`src/rtl/pipe_stage_elastic.sv`:
```
// pipe_stage_elastic
//   Elastic pipeline register carrying an opaque WIDTH-bit bundle through DEPTH
//   register stages with a valid/ready handshake. A stall back-pressures upstream
//   one stage at a time. Empty stages always accept, so there is no bubble penalty.
//   Flush squashes every in-flight entry. Bubble and squashed entries carry all-zero
//   data, so they can never assert a stray write enable or halt downstream.
//
// Ports
//   CLK        rising-edge clock
//   RST        synchronous reset, active-high
//   in_valid   upstream presents an entry
//   in_ready   stage 0 can accept this cycle
//   in_data    upstream bundle
//   flush      squash all stages at the next edge
//   out_valid  last stage holds a valid entry
//   out_ready  downstream accepts this cycle
//   out_data   last-stage bundle, zero when !out_valid
//   occupancy  number of valid stages
//   stall_cnt  saturating count of cycles with out_valid && !out_ready
module pipe_stage_elastic #(
   parameter int unsigned WIDTH = 128,
   parameter int unsigned DEPTH = 1,
   parameter int unsigned CNT_W = 32
) (
   input  logic                       CLK,
   input  logic                       RST,
   input  logic                       in_valid,
   output logic                       in_ready,
   input  logic [WIDTH-1:0]           in_data,
   input  logic                       flush,
   output logic                       out_valid,
   input  logic                       out_ready,
   output logic [WIDTH-1:0]           out_data,
   output logic [$clog2(DEPTH+1)-1:0] occupancy,
   output logic [CNT_W-1:0]           stall_cnt
);

   localparam int unsigned OCC_W = $clog2(DEPTH + 1);

   logic [DEPTH-1:0] v_q;
   logic [DEPTH-1:0] v_d;
   logic [DEPTH-1:0] adv;
   logic [DEPTH-1:0] src_v;
   logic [WIDTH-1:0] d_q   [DEPTH];
   logic [WIDTH-1:0] d_d   [DEPTH];
   logic [WIDTH-1:0] src_d [DEPTH];
   logic [CNT_W-1:0] stall_q;

   // A stage may load when it is empty or every stage ahead of it can move.
   // Accumulated in a local so the chain is a plain OR-reduction, not a self-loop.
   always_comb begin : adv_chain
      logic acc;
      acc = out_ready;
      adv = '0;
      for (int i = int'(DEPTH) - 1; i >= 0; i--) begin
         acc    = acc | ~v_q[i];
         adv[i] = acc;
      end
   end

   // Source of each stage: the upstream port for stage 0, else the previous stage.
   always_comb begin
      src_v[0] = in_valid;
      src_d[0] = in_data;
      for (int i = 1; i < int'(DEPTH); i++) begin
         src_v[i] = v_q[i-1];
         src_d[i] = d_q[i-1];
      end
   end

   always_comb begin
      for (int i = 0; i < int'(DEPTH); i++) begin
         if (flush) begin
            v_d[i] = 1'b0;
            d_d[i] = '0;
         end else if (adv[i]) begin
            v_d[i] = src_v[i];
            // Bubbles are forced to zero so no control field leaks through.
            d_d[i] = src_v[i] ? src_d[i] : '0;
         end else begin
            v_d[i] = v_q[i];
            d_d[i] = d_q[i];
         end
      end
   end

   always_ff @(posedge CLK) begin
      if (RST) begin
         v_q <= '0;
         for (int i = 0; i < int'(DEPTH); i++) begin
            d_q[i] <= '0;
         end
      end else begin
         v_q <= v_d;
         for (int i = 0; i < int'(DEPTH); i++) begin
            d_q[i] <= d_d[i];
         end
      end
   end

   // Flush does not clear the counter; it only measures downstream back-pressure.
   always_ff @(posedge CLK) begin
      if (RST) begin
         stall_q <= '0;
      end else if (out_valid && !out_ready && (stall_q != {CNT_W{1'b1}})) begin
         stall_q <= stall_q + CNT_W'(1);
      end
   end

   always_comb begin
      occupancy = '0;
      for (int i = 0; i < int'(DEPTH); i++) begin
         occupancy = occupancy + OCC_W'(v_q[i]);
      end
   end

   assign out_valid = v_q[DEPTH-1];
   assign out_data  = out_valid ? d_q[DEPTH-1] : '0;
   assign in_ready  = adv[0] & ~flush;
   assign stall_cnt = stall_q;

endmodule
```
`config.mk`:
```
export PLATFORM = sky130hd
export DESIGN_NAME = pipe_stage_elastic
export DESIGN_NICKNAME = d
export VERILOG_FILES = /design/src/rtl/pipe_stage_elastic.sv
export SDC_FILE = /design/constraint.sdc
export NUM_CORES = 1
export LEC_CHECK = 0
export BUFFER_PORTS_ARGS = -buffer_cell sky130_fd_sc_hd__buf_2
export CAP_MARGIN = 15
export CORE_UTILIZATION = 52
export DETAILED_ROUTE_END_ITERATION = 10
export PLACE_DENSITY = 0.86
export SYNTH_ARGS = -nofsm -noshare
export SYNTH_HDL_FRONTEND = slang
export SYNTH_SLANG_ARGS = --single-unit
export TNS_END_PERCENT = 1
```
`constraint.sdc`:
```
create_clock -name CLK -period 6.5 [get_ports CLK]
set_clock_uncertainty 0.1 [all_clocks]
set_input_delay 0.975 -clock CLK [delete_from_list [all_inputs] [get_ports CLK]]
set_output_delay 0.975 -clock CLK [all_outputs]
set_load 0.01 [all_outputs]
```
=== Word level (Yosys, flattened, before mapping) ===
Memory sizes are Yosys's and may differ from the RTL's.
Index checks and enable logic that the tools add are counted.

* Bitwise gates (word level): 4
* Div/mod/pow operators: 0
* Shift operators: 0
* Add/subtract/negate cells: 1
* Multiply operators: 0
* Order comparisons: 0
* Mux-type cells: 9
* Equality and inequality tests: 1
* Reduce and logical (&&, ||, !) cells: 5

{| class="wikitable"
|+ Operators by type and width
! operator !! number
|-
| 128-bit two-way mux || 5
|-
| 128-bit OR reduction || 1
|-
| 32-bit by 1-bit adder with 32-bit output, second input constant || 1
|-
| 32-bit inequality test, second input constant || 1
|-
| 1-bit two-way mux || 4
|-
| 1-bit logical AND || 2
|-
| 1-bit inverter || 2
|-
| 2-bit OR reduction || 1
|-
| 1-bit AND || 1
|-
| 1-bit logical NOT || 1
|-
| 1-bit OR || 1
|}

* Memory bits (writable): 128
* Memory bits (read-only): 0
* Bits in latches: 0
* Register bits after elaboration: 33
* Memories: 1
* Output and inout port bits: 163
* Input bits: 133

{| class="wikitable"
|+ Memory list
! name !! depth !! bits a word !! read ports !! clocked after Yosys merged registers in !! write ports !! line !! RTL
|-
| d_q || 1 || 128 || 1 || 0 || 1 || 44 || <nowiki>logic [WIDTH-1:0] d_q [DEPTH];</nowiki>
|}

=== Depth between registers and ports, before layout ===
* Word-level depth: 5
* Gate-level depth with buffers: 7

=== Worst setup path after synthesis ===
No wires, ideal clock.

* Path kind: input port to output port
* Start point: in out_ready
* End point: out in_ready
* Stages on the path: 4
* Data arrival time: 1840 ps
* Buffers on the path: 2
* Path slack: 3585 ps
* Path through: nor2b_1 -> clkbuf_1 -> buf_1 -> nor2_1

* Longest elaborated chain between the ends: 2

{| class="wikitable"
|+ Ends and longest elaborated chain
! element !! line !! RTL
|-
| start, declared || 32 || <nowiki>input logic out_ready,</nowiki>
|-
| 1-bit OR || 56 || <nowiki>acc = acc | ~v_q[i];</nowiki>
|-
| 1-bit AND || 119 || <nowiki>assign in_ready = adv[0] & ~flush;</nowiki>
|-
| end, declared || 28 || <nowiki>output logic in_ready,</nowiki>
|}

Every way passes these cells.

=== Final worst setup path ===
* Start point: reg v_q (netlist: out_valid)
* End point: out out_data[3]

* Longest elaborated chain between the ends: 1

{| class="wikitable"
|+ Ends and longest elaborated chain
! element !! line !! RTL
|-
| start, declared || 40 || <nowiki>logic [DEPTH-1:0] v_q;</nowiki>
|-
| start signal, assigned || 94 || <nowiki>v_q <= v_d;</nowiki>
|-
| 128-bit two-way mux || 118 || <nowiki>assign out_data = out_valid ? d_q[DEPTH-1] : '0;</nowiki>
|-
| end, declared || 33 || <nowiki>output logic [WIDTH-1:0] out_data,</nowiki>
|}

Every way passes these cells.

==> flow_summary.json <==
{
  "grt_overflow": 0,
  "die_h_um": 119,
  "multi_input_area_sq_mm": 0.00359,
  "pwr-share-comb": 0.066,
  "setup.worst_path.start_class": "flop",
  "whs_path_depth": 2,
  "reg2regPathDepth": 7,
  "fmax_mhz": 324,
  "worstPathArrival_ns": 2.01,
  "nFillCells": 1077,
  "yosys.area.top_type_share": 0.452,
  "yosys.area_share.adder": 0.00176,
  "hp-class": "reg2reg",
  "critPathRequiredTime_ns": 5.42,
  "grt_use_total": 0.272,
  "synth.top_cells.by_area": "dfxtp_1, and2_1, a21oi_1, nand3_1, nand2_1",
  "setup_violations": 0,
  "hold_start": "d_q[0][26]",
  "routedWlPerCell_um": 14.7,
  "grt_max_degree": 133,
  "grt_pass1_vias": 6555,
  "drive_gt1_frac": 0.295,
  "synth_top_cell_by_area": "dfxtp_1",
  "finalCritPeriodShare": 0.474,
  "slew_headroom": 0.318,
  "synth_compound_area_frac": 0.135,
  "critPathMaxFanout": 132,
  "async_flop_share": 0,
  "power.internal_uw": 1700,
  "cts_resized": 0,
  "dp_hpwl_um": 12900,
  "finalSetupTns_ns": 0,
  "synth.most_common_cell": "dfxtp_1",
  "synth-seq-cells": 161,
  "yosys.area_share.xor_xnor": 0.00615,
  "drc": 0,
  "clkTransAtPathRegs_ns": 0.06,
  "reg2reg_from": "out_valid",
  "fin_nets": 1291,
  "synth_common_cells": "dfxtp_1, a21oi_1, nand2_1",
  "ys_seq_area_frac": 0.452,
  "p_leak_uw": 0.00407,
  "drv_slew": 0,
  "crit_type": "reg2out",
  "htreeDepth": 4,
  "fin_ws_ns": 3.42,
  "routed_wl_um": 19900,
  "syn_inst": 919,
  "power-per-cell-area_mw_per_mm2": 239,
  "synthDistinctLibCells": 41,
  "synth.avg_cell_area_sq_um": 7.75,
  "drtIter0Drc": 649,
  "cts.sinks": 161,
  "swShare": 0.228,
  "placed_cell_area_sq_mm": 0.00857,
  "status": "finished clean",
  "gp_congestion": 0.807,
  "synth_simple_gate_area_share": 0.354,
  "clkPwrFrac": 0.469,
  "cts_tree": "done",
  "ys_warn_count": 0,
  "regArea_sq_mm": 0.00322,
  "cap_violations": 0,
  "rsz0062_at_grt": "false",
  "seqPwrFrac": 0.464,
  "drt_pre_antenna_iters": 6,
  "dominantRegCellSynth": "dfxtp_1",
  "cts_buffers": 17,
  "synth_top_family_by_area": "simple AND/OR/NAND/NOR gates",
  "drt-vias-per-instance": 5.46,
  "ios": 296,
  "place_worst_setup_slack_ns": 3.23,
  "syn_nets": 1053,
  "dieArea_sq_mm": 0.0142,
  "drtAntennaViolNets": 0,
  "coreArea_sq_mm": 0.0133,
  "hold_buffers": 0,
  "grt_pass1_wl_um": 31200,
  "fin_area_sq_mm": 0.00919,
  "fin_crit_ns": 3.08,
  "finalPower_uw": 2200,
  "min_delay_worst_endpoint": "d_q[0][26]",
  "r2r_slack_ns": 3.43,
  "vias": 7366,
  "syn2layout_area_growth_pct": 28.9,
  "hold_viol_final": 0,
  "fp.dieW_um": 119,
  "syn_area_sq_mm": 0.00712,
  "power_switching_uw": 500,
  "synthMuxAreaShare": 0.00509,
  "cts_setup_buffers": 0,
  "endpoint_kind": "output pin",
  "antenna_found_initial": 2,
  "port_buffers": 295,
  "cts_root_buf": "clkbuf_16",
  "clockBufferDepth": 2,
  "synth_edf_count": 0,
  "worstMarginPinSlew_ns": 1.02,
  "clk_latency_ns": 0.42,
  "row_count": 42,
  "start_util": 0.536,
  "r2r_end": "stall_cnt[10]",
  "ir_drop_mv": 0.165
}
-- state kept, by name (all words and copies together) (netlist names) --
register	cells
stall_cnt	32
d_q	128
out_valid	1
-- cell usage in the layout (no fill, tap or decap), drive strengths merged, types with 4 or more instances in the layout --
master	instances
clkinvlp	4
dfxtp	161
nand3	136
nand4	13
o21ai	17
o31ai	4
or4	5
xor2	4
a21oi	150
or3	17
buf	301
clkbuf	21
nand2	145
nor2	15
nor4	7
and3	4
and4	4
and2	130
-- worst max path at each step --
stage                    from       endpoint  slack (ns)
floorplan           out_ready       in_ready        3.59
finish              out_valid    out_data[3]        3.42
global route        out_valid  stall_cnt[10]        3.19
global placement          RST     d_q[0][14]        3.26
detailed placement        RST     d_q[0][69]        3.23
CTS                 out_valid       in_ready        3.33
-- critical path: stages, from the launching register on --
cell	delay, ns
dfxtp_2	0.35
buf_4	0.72
and2_1	0.31
buf_2	0.16
-- cell type report --
cell class / count / share of cell area
Clock buffer: 21 / 0.0501
Clock inverter: 11 / 0.0169
Timing Repair Buffer: 301 / 0.166
Inverter: 1 / 0.000409
Multi-Input combinational cell: 675 / 0.391
Sequential cell: 161 / 0.351
Antenna cell: 2 / 0.000545
Tap cell: 176 / 0.0240
-- power groups by stage --
stage	sequential [uW]	clock, uW	combinational (uW)
4_1_cts	1020	1050	146
3_5_place_dp	1040	0	145
6_report	1020	1030	145
3_3_place_gp	1040	0	143
5_1_grt	1020	1090	161
2_1_floorplan	1040	0	81.9
-- kinds of logic after synthesis --
logic type | Yosys count
and+or+nand+nor | 486
AOI/OAI and AO/OA | 180
DFF | 161
buffers and inverters | 83
xor gates and xnor gates | 5
muxes | 3
adders and majority gates | 1
-- per-stage QoR --
step / util / std cells / hold WS (ns)
after floorplan: - / 919 / 0.327
after global placement: 0.644 / 1314 / 0.333
after detailed placement: 0.644 / 1314 / 0.338
after CTS: 0.691 / 1346 / 0.347
after global routing: 0.691 / 1348 / 0.365
final: 0.691 / 1348 / 0.345
-- routing by layer --
layer / vias to the layer above / part of all wire / wire, um / global-route usage
met2: 323 / 0.49 / 9730 / 0.448
li1: 3602 / - / - / -
met5: - / 0 / 0 / 0
met1: 3399 / 0.41 / 8060 / 0.331
met4: 0 / 0.030 / 599 / 0.126
met3: 42 / 0.075 / 1480 / 0.0680
(Power assumes the default switching activity.)
